**config.mk**
```make
export PLATFORM = sky130hd
export DESIGN_NAME = crc_engine
export DESIGN_NICKNAME = d
export VERILOG_FILES = /design/src/rtl/crc_pkg.sv /design/src/rtl/crc_step.sv /design/src/rtl/crc_engine.sv
export SDC_FILE = /design/constraint.sdc
export NUM_CORES = 1
export LEC_CHECK = 0
export BUFFER_PORTS_ARGS = -buffer_cell sky130_fd_sc_hd__buf_2
export CAP_MARGIN = 20
export CELL_PAD_IN_SITES_DETAIL_PLACEMENT = 1
export CELL_PAD_IN_SITES_GLOBAL_PLACEMENT = 1
export CORE_MARGIN = 10
export CORE_UTILIZATION = 40
export CTS_CLUSTER_DIAMETER = 50
export DETAILED_ROUTE_END_ITERATION = 16
export HOLD_SLACK_MARGIN = 0.1
export PLACE_DENSITY = 0.72
export SLEW_MARGIN = 20
export SYNTH_ARGS = -nofsm -noshare
export SYNTH_HDL_FRONTEND = slang
export SYNTH_HIERARCHICAL = 1
export SYNTH_SLANG_ARGS = --single-unit
```
**constraint.sdc**
```tcl
create_clock -name clk -period 3.7 [get_ports clk]
set_input_delay 0.555 -clock clk [delete_from_list [all_inputs] [get_ports clk]]
set_output_delay 0.555 -clock clk [all_outputs]
set_load 0.05 [all_outputs]
```
**src/rtl/crc_pkg.sv**
```systemverilog
// Shared types, preset CRC variants and bit-reversal helpers
// for the parametrised CRC engine.
package crc_pkg;

  typedef enum logic [1:0] {
    IDLE,
    SHIFT,
    DONE
  } crc_state_t;

  typedef struct packed {
    logic [31:0] poly;
    logic [31:0] init;
    logic [31:0] xor_out;
    logic        refl_in;
    logic        refl_out;
  } crc_preset_t;

  localparam crc_preset_t CRC16_XMODEM = '{
    poly: 32'h0000_1021, init: 32'h0,
    xor_out: 32'h0, refl_in: 1'b0, refl_out: 1'b0
  };

  localparam crc_preset_t CRC16_CCITT_FALSE = '{
    poly: 32'h0000_1021, init: 32'h0000_FFFF,
    xor_out: 32'h0, refl_in: 1'b0, refl_out: 1'b0
  };

  localparam crc_preset_t CRC32 = '{
    poly: 32'h04C1_1DB7, init: 32'hFFFF_FFFF,
    xor_out: 32'hFFFF_FFFF, refl_in: 1'b1, refl_out: 1'b1
  };

  function automatic logic [7:0] reflect8(input logic [7:0] v);
    logic [7:0] r;
    for (int i = 0; i < 8; i++) r[i] = v[7-i];
    return r;
  endfunction

  // Reverses the low n bits of v; bits at and above n come back zero.
  function automatic logic [31:0] reverse_n(
    input logic [31:0] v,
    input int          n
  );
    logic [31:0] r;
    r = '0;
    for (int i = 0; i < n; i++) r[i] = v[n-1-i];
    return r;
  endfunction

endpackage

```
**src/rtl/crc_step.sv**
```systemverilog
// Combinational Galois LFSR advance by BITS data bits,
// MSB of data_i consumed first.
module crc_step
  import crc_pkg::*;
#(
  parameter int               CRC_W = 16,
  parameter logic [CRC_W-1:0] POLY  = 16'h1021,
  parameter int               BITS  = 1
) (
  input  logic [CRC_W-1:0] lfsr_i,
  input  logic [BITS-1:0]  data_i,
  output logic [CRC_W-1:0] lfsr_o
);

  logic [CRC_W-1:0] ch [BITS+1];

  assign ch[0] = lfsr_i;

  for (genvar k = 0; k < BITS; k++) begin : g_bit
    logic fb;
    assign fb = data_i[BITS-1-k] ^ ch[k][CRC_W-1];
    assign ch[k+1] = {ch[k][CRC_W-2:0], 1'b0}
                   ^ (fb ? POLY : '0);
  end

  assign lfsr_o = ch[BITS];

endmodule

```
**src/rtl/crc_engine.sv**
```systemverilog
// Streaming CRC generator: accumulates over multi-word messages
// and hands the final CRC out on a valid/ready port.
module crc_engine
  import crc_pkg::*;
#(
  parameter int               CRC_W        = 16,
  parameter logic [CRC_W-1:0] POLY         = 16'h1021,
  parameter logic [CRC_W-1:0] INIT         = '0,
  parameter logic [CRC_W-1:0] XOR_OUT      = '0,
  parameter int               DATA_W       = 24,
  parameter int               BITS_PER_CYC = 1,
  parameter bit               REFLECT_IN   = 1'b0,
  parameter bit               REFLECT_OUT  = 1'b0
) (
  input  logic              clk,
  input  logic              rst,
  input  logic              in_valid,
  output logic              in_ready,
  input  logic [DATA_W-1:0] in_data,
  input  logic              in_first,
  input  logic              in_last,
  output logic              crc_valid,
  input  logic              crc_ready,
  output logic [CRC_W-1:0]  crc_out,
  output logic              busy
);

  localparam int N  = DATA_W / BITS_PER_CYC;
  localparam int CW = $clog2(N) + 1;

  crc_state_t        state_q;
  logic [CRC_W-1:0]  lfsr_q;
  logic [CRC_W-1:0]  lfsr_d;
  logic [CRC_W-1:0]  crc_q;
  logic [CRC_W-1:0]  res_d;
  logic [DATA_W-1:0] sh_q;
  logic [DATA_W-1:0] din;
  logic [CW-1:0]     cnt_q;
  logic              last_q;

  if (REFLECT_IN) begin : g_rin
    for (genvar b = 0; b < DATA_W / 8; b++) begin : g_byte
      assign din[8*b +: 8] = reflect8(in_data[8*b +: 8]);
    end
  end else begin : g_nrin
    assign din = in_data;
  end

  crc_step #(
    .CRC_W (CRC_W),
    .POLY  (POLY),
    .BITS  (BITS_PER_CYC)
  ) u_step (
    .lfsr_i (lfsr_q),
    .data_i (sh_q[DATA_W-1 -: BITS_PER_CYC]),
    .lfsr_o (lfsr_d)
  );

  assign res_d = (REFLECT_OUT
               ? CRC_W'(reverse_n(32'(lfsr_d), CRC_W))
               : lfsr_d) ^ XOR_OUT;

  always_ff @(posedge clk or posedge rst) begin
    if (rst) begin
      state_q <= IDLE;
      lfsr_q  <= INIT;
      crc_q   <= '0;
      sh_q    <= '0;
      cnt_q   <= '0;
      last_q  <= 1'b0;
    end else begin
      unique case (state_q)
        IDLE: begin
          if (in_valid) begin
            sh_q    <= din;
            last_q  <= in_last;
            cnt_q   <= '0;
            state_q <= SHIFT;
            if (in_first) lfsr_q <= INIT;
          end
        end
        SHIFT: begin
          lfsr_q <= lfsr_d;
          sh_q   <= sh_q << BITS_PER_CYC;
          cnt_q  <= cnt_q + 1'b1;
          if (cnt_q == CW'(N - 1)) begin
            if (last_q) begin
              crc_q   <= res_d;
              state_q <= DONE;
            end else begin
              state_q <= IDLE;
            end
          end
        end
        DONE: begin
          if (crc_ready) begin
            lfsr_q  <= INIT;
            state_q <= IDLE;
          end
        end
        default: state_q <= IDLE;
      endcase
    end
  end

  assign in_ready  = (state_q == IDLE);
  assign crc_valid = (state_q == DONE);
  assign busy      = (state_q != IDLE);
  assign crc_out   = crc_q;

endmodule

```
==> results by group <==
Outcome
  – Run status: finished, final reports clean

GRT
  – Overall fraction of global-route tracks in use: 0.116
  – Largest net degree at the start of global routing: 42
  – Wire length of the first global-routing pass: 10300 um
  – Gr ovfl total: 0
  – Number of global-route vias before repair: 2082
  – Initial antenna violation count: 0

Synthesis
  – Post-synth design cell area: 0.00280 sq mm
  – Syn nets: 267
  – Synthesized area per cell: 11.8 sq um
  – Fraction of the yosys area taken by sequential cells: 0.582
  – Synthesis Warnings: 6
  – Number of cells produced by synthesis: 236
  – Most used flip-flop cell after synthesis: sky130_fd_sc_hd__dfrtp_1
  – Post-synthesis cell type count: 31
  – Flop and latch count out of synthesis: 65
  – Async set-reset flop share out of synthesis: 1.00
  – Count of flip-flops with a built-in enable after synthesis: 0

Cells and area
  – Sequential Area: 0.00163 sq mm
  – Diode count: 0
  – Share of final-layout standard cells stronger than drive strength 1: 0.320
  – Fin cells: 371
  – Area Overhead vs Synth: 14.7%
  – Layout net count: 301
  – Fill cell instance count of the final layout: 755
  – Area of the multi-input gates: 998 sq um

Setup path
  – Nature of the critical path endpoint: flip-flop
  – Critical Setup Path Class: flip-flop to flip-flop
  – Launching element type of the critical path: flip-flop
  – R2R Path Start: state_q[1]
  – Setup slack of the worst register-to-register path: 1.52 ns
  – Required time at the worst-slack endpoint: 3.92 ns
  – Highest fanout seen on the critical path: 22
  – Worst Reg2Reg Path Length in Cells: 3
  – Arrival time at the worst endpoint: 2.40 ns
  – Reg2reg end: crc_out[9]

Pwr
  – Static leakage: 0.00157 uW
  – Pwr dens: 910 mW/mm^2
  – Worst IR drop on VDD: 0.287 mV

Clock network
  – Root buf cell: sky130_fd_sc_hd__clkbuf_8
  – Clock latency reported for the late side of the worst-skew pair: 0.34 ns
  – Level count of the clock H-tree: 3
  – CTS hold repair buffers: 0
  – Clock transition at the register clock pins on the worst setup and hold paths after CTS: 0.08 ns
  – Clock tree from TritonCTS: built
  – CTS buffer count: 9
  – Number of clock sinks: 65
  – Number of instances resized during post-cts repair: 0
  – Post-CTS setup buffers: 0
  – Buffer depth of the longest clock path: 2

Routing
  – Total wire length after detailed routing: 6020 um
  – Detailed router's first-iteration violation count: 86
  – Wirelength per Cell: 16.2 um
  – Total number of vias: 1852
  – Residual DRC count: 0
  – Drt pass-1 iters: 4
  – Routed Antenna Nets: 0
  – Via density per instance: 4.99

Floorplan
  – Die Footprint: 0.0107 sq mm
  – Row count: 30
  – Effective utilization at floorplan: 0.412
  – Height of the die: 104 um
  – Core area: 0.00679 sq mm
  – Die W: 104 um
  – Number of primary I/O pins: 49

Placement
  – Number of placed instances, taps included: 355
  – Port-buffer cells: 48
  – HPWL after detailed placement: 4140 um
  – GPL Wtd Cong: 0.733

STA
  – Final hold violation count: 0
  – Final critical delay including setup and external delays: 2.18 ns
  – Actual slew at the worst max-slew pin: 1.01 ns
  – Headroom to the max-slew limit: 0.328
  – Worst clock skew: 0.00999 ns
  – Final-layout setup total negative slack: 0 ns
  – Final setup violating endpoints: 0
  – Final cycle utilization of the critical path: 0.590
  – Number of max-slew violations in the final report: 0
  – Maximum achievable frequency: 458 MHz
  – Setup repair after global routing missed its margin: false

Min path
  – Kind of path behind the tightest hold check: input port to async pin

Run
  – Maximum Capacitance Violations: 0
cell usage after synthesis (3+ instances only):
cell type                  count  share of area
sky130_fd_sc_hd__buf_2         4         0.0072
sky130_fd_sc_hd__nor2_1       45          0.060
sky130_fd_sc_hd__dfrtp_1      65           0.58
sky130_fd_sc_hd__a21oi_1       3         0.0054
sky130_fd_sc_hd__mux2_2        8          0.032
sky130_fd_sc_hd__nand3_1       6          0.011
sky130_fd_sc_hd__o22ai_1      22          0.049
sky130_fd_sc_hd__mux2_4        9          0.048
sky130_fd_sc_hd__a22o_1       17          0.053
sky130_fd_sc_hd__nand2_1       7         0.0094
sky130_fd_sc_hd__buf_4        14          0.038
sky130_fd_sc_hd__nand2b_1      3         0.0067
sky130_fd_sc_hd__clkbuf_1      7         0.0094
sky130_fd_sc_hd__o21ai_0       3         0.0054
sky130_fd_sc_hd__inv_1         3         0.0040
how the worst max path moves through the flow:
| stage | startpoint | to | slack (ns) | depth (start not counted) |
|---|---|---|---|---|
| CTS | state_q[1] | crc_out[9] | 1.47 | 3 |
| finish | state_q[1] | crc_out[9] | 1.52 | 3 |
| detailed placement | in_valid | sh_q[23] | 1.47 | 4 |
| floorplan | state_q[1] | busy | 1.48 | 2 |
| global placement | in_valid | sh_q[23] | 1.47 | 4 |
| global route | state_q[1] | crc_out[2] | 1.29 | 3 |
flip-flops by register name, indices dropped and copies added (netlist names):
signal / cells
last_q: 1
cnt_q: 6
sh_q: 24
lfsr_q: 16
crc_out: 16
state_q: 2
through the flow:
stage	hold WS [ns]	setup slack, ns	cell area [sq um]	util	power (uW)
2_1_floorplan	0.438	1.48	2800	-	2170
3_3_place_gp	0.454	1.47	3000	0.442	2280
5_1_grt	0.283	1.29	3210	0.472	3130
6_report	0.229	1.52	3210	0.472	2920
3_5_place_dp	0.468	1.47	3000	0.442	2340
4_1_cts	0.243	1.47	3210	0.472	2960
cells in the final DEF (no fill, tap or decap), types with 2 or more instances in the layout:
cell type and count:
sky130_fd_sc_hd__a22o_1 17, sky130_fd_sc_hd__xor3_1 2, sky130_fd_sc_hd__inv_1 2, sky130_fd_sc_hd__a21oi_1 3, sky130_fd_sc_hd__nand2_1 7, sky130_fd_sc_hd__nand3_1 6, sky130_fd_sc_hd__xor2_1 2, sky130_fd_sc_hd__mux2_2 8
sky130_fd_sc_hd__o21ai_0 3, sky130_fd_sc_hd__clkinvlp_4 3, sky130_fd_sc_hd__mux2i_1 2, sky130_fd_sc_hd__o22ai_1 22, sky130_fd_sc_hd__buf_2 48, sky130_fd_sc_hd__and3_1 2, sky130_fd_sc_hd__nand2b_1 2, sky130_fd_sc_hd__nor2_1 45
sky130_fd_sc_hd__mux2_4 9, sky130_fd_sc_hd__dfrtp_1 65, sky130_fd_sc_hd__clkbuf_8 10
logic make-up (layout without fill, tap and decap cells):
| kind of cell | after synthesis | after routing | share of synthesized area |
|---|---|---|---|
| compound gates | 48 | 48 | 0.123 |
| xor+xnor | 4 | 4 | 0.0233 |
| fa+ha+maj | 1 | 1 | 0.00447 |
| buf+inv | 29 | 68 | 0.0622 |
| flops | 65 | 65 | 0.582 |
| mux | 19 | 19 | 0.0877 |
| simple gates | 70 | 70 | 0.118 |
where the power goes:
part           switching (uW)  internal [uW]
Clock                     284            330
Combinational             608            457
Sequential                223           1020
routing by layer:
layer | part of all wire | GRT usage | up-vias
li1 | - | - | 884
met2 | 0.49 | 0.190 | 33
met5 | 0 | 0 | -
met4 | 0.014 | 0.0514 | 0
met3 | 0.051 | 0.0434 | 7
met1 | 0.44 | 0.132 | 928
critical path, stage by stage (launching register included):
cell	delay, ns
sky130_fd_sc_hd__dfrtp_1	0.44
sky130_fd_sc_hd__and2b_1	0.73
sky130_fd_sc_hd__nand4_4	0.47
sky130_fd_sc_hd__mux2_2	0.42
final cells by class:
cell class,instances,area share
tap,96,0.0374
multi-input combinational,142,0.311
clock inverter,6,0.0207
timing repair buffer,49,0.0772
inverter,3,0.00351
sequential,65,0.507
clock buffer,10,0.0429
No activity file was read; power rests on OpenSTA's default activity.
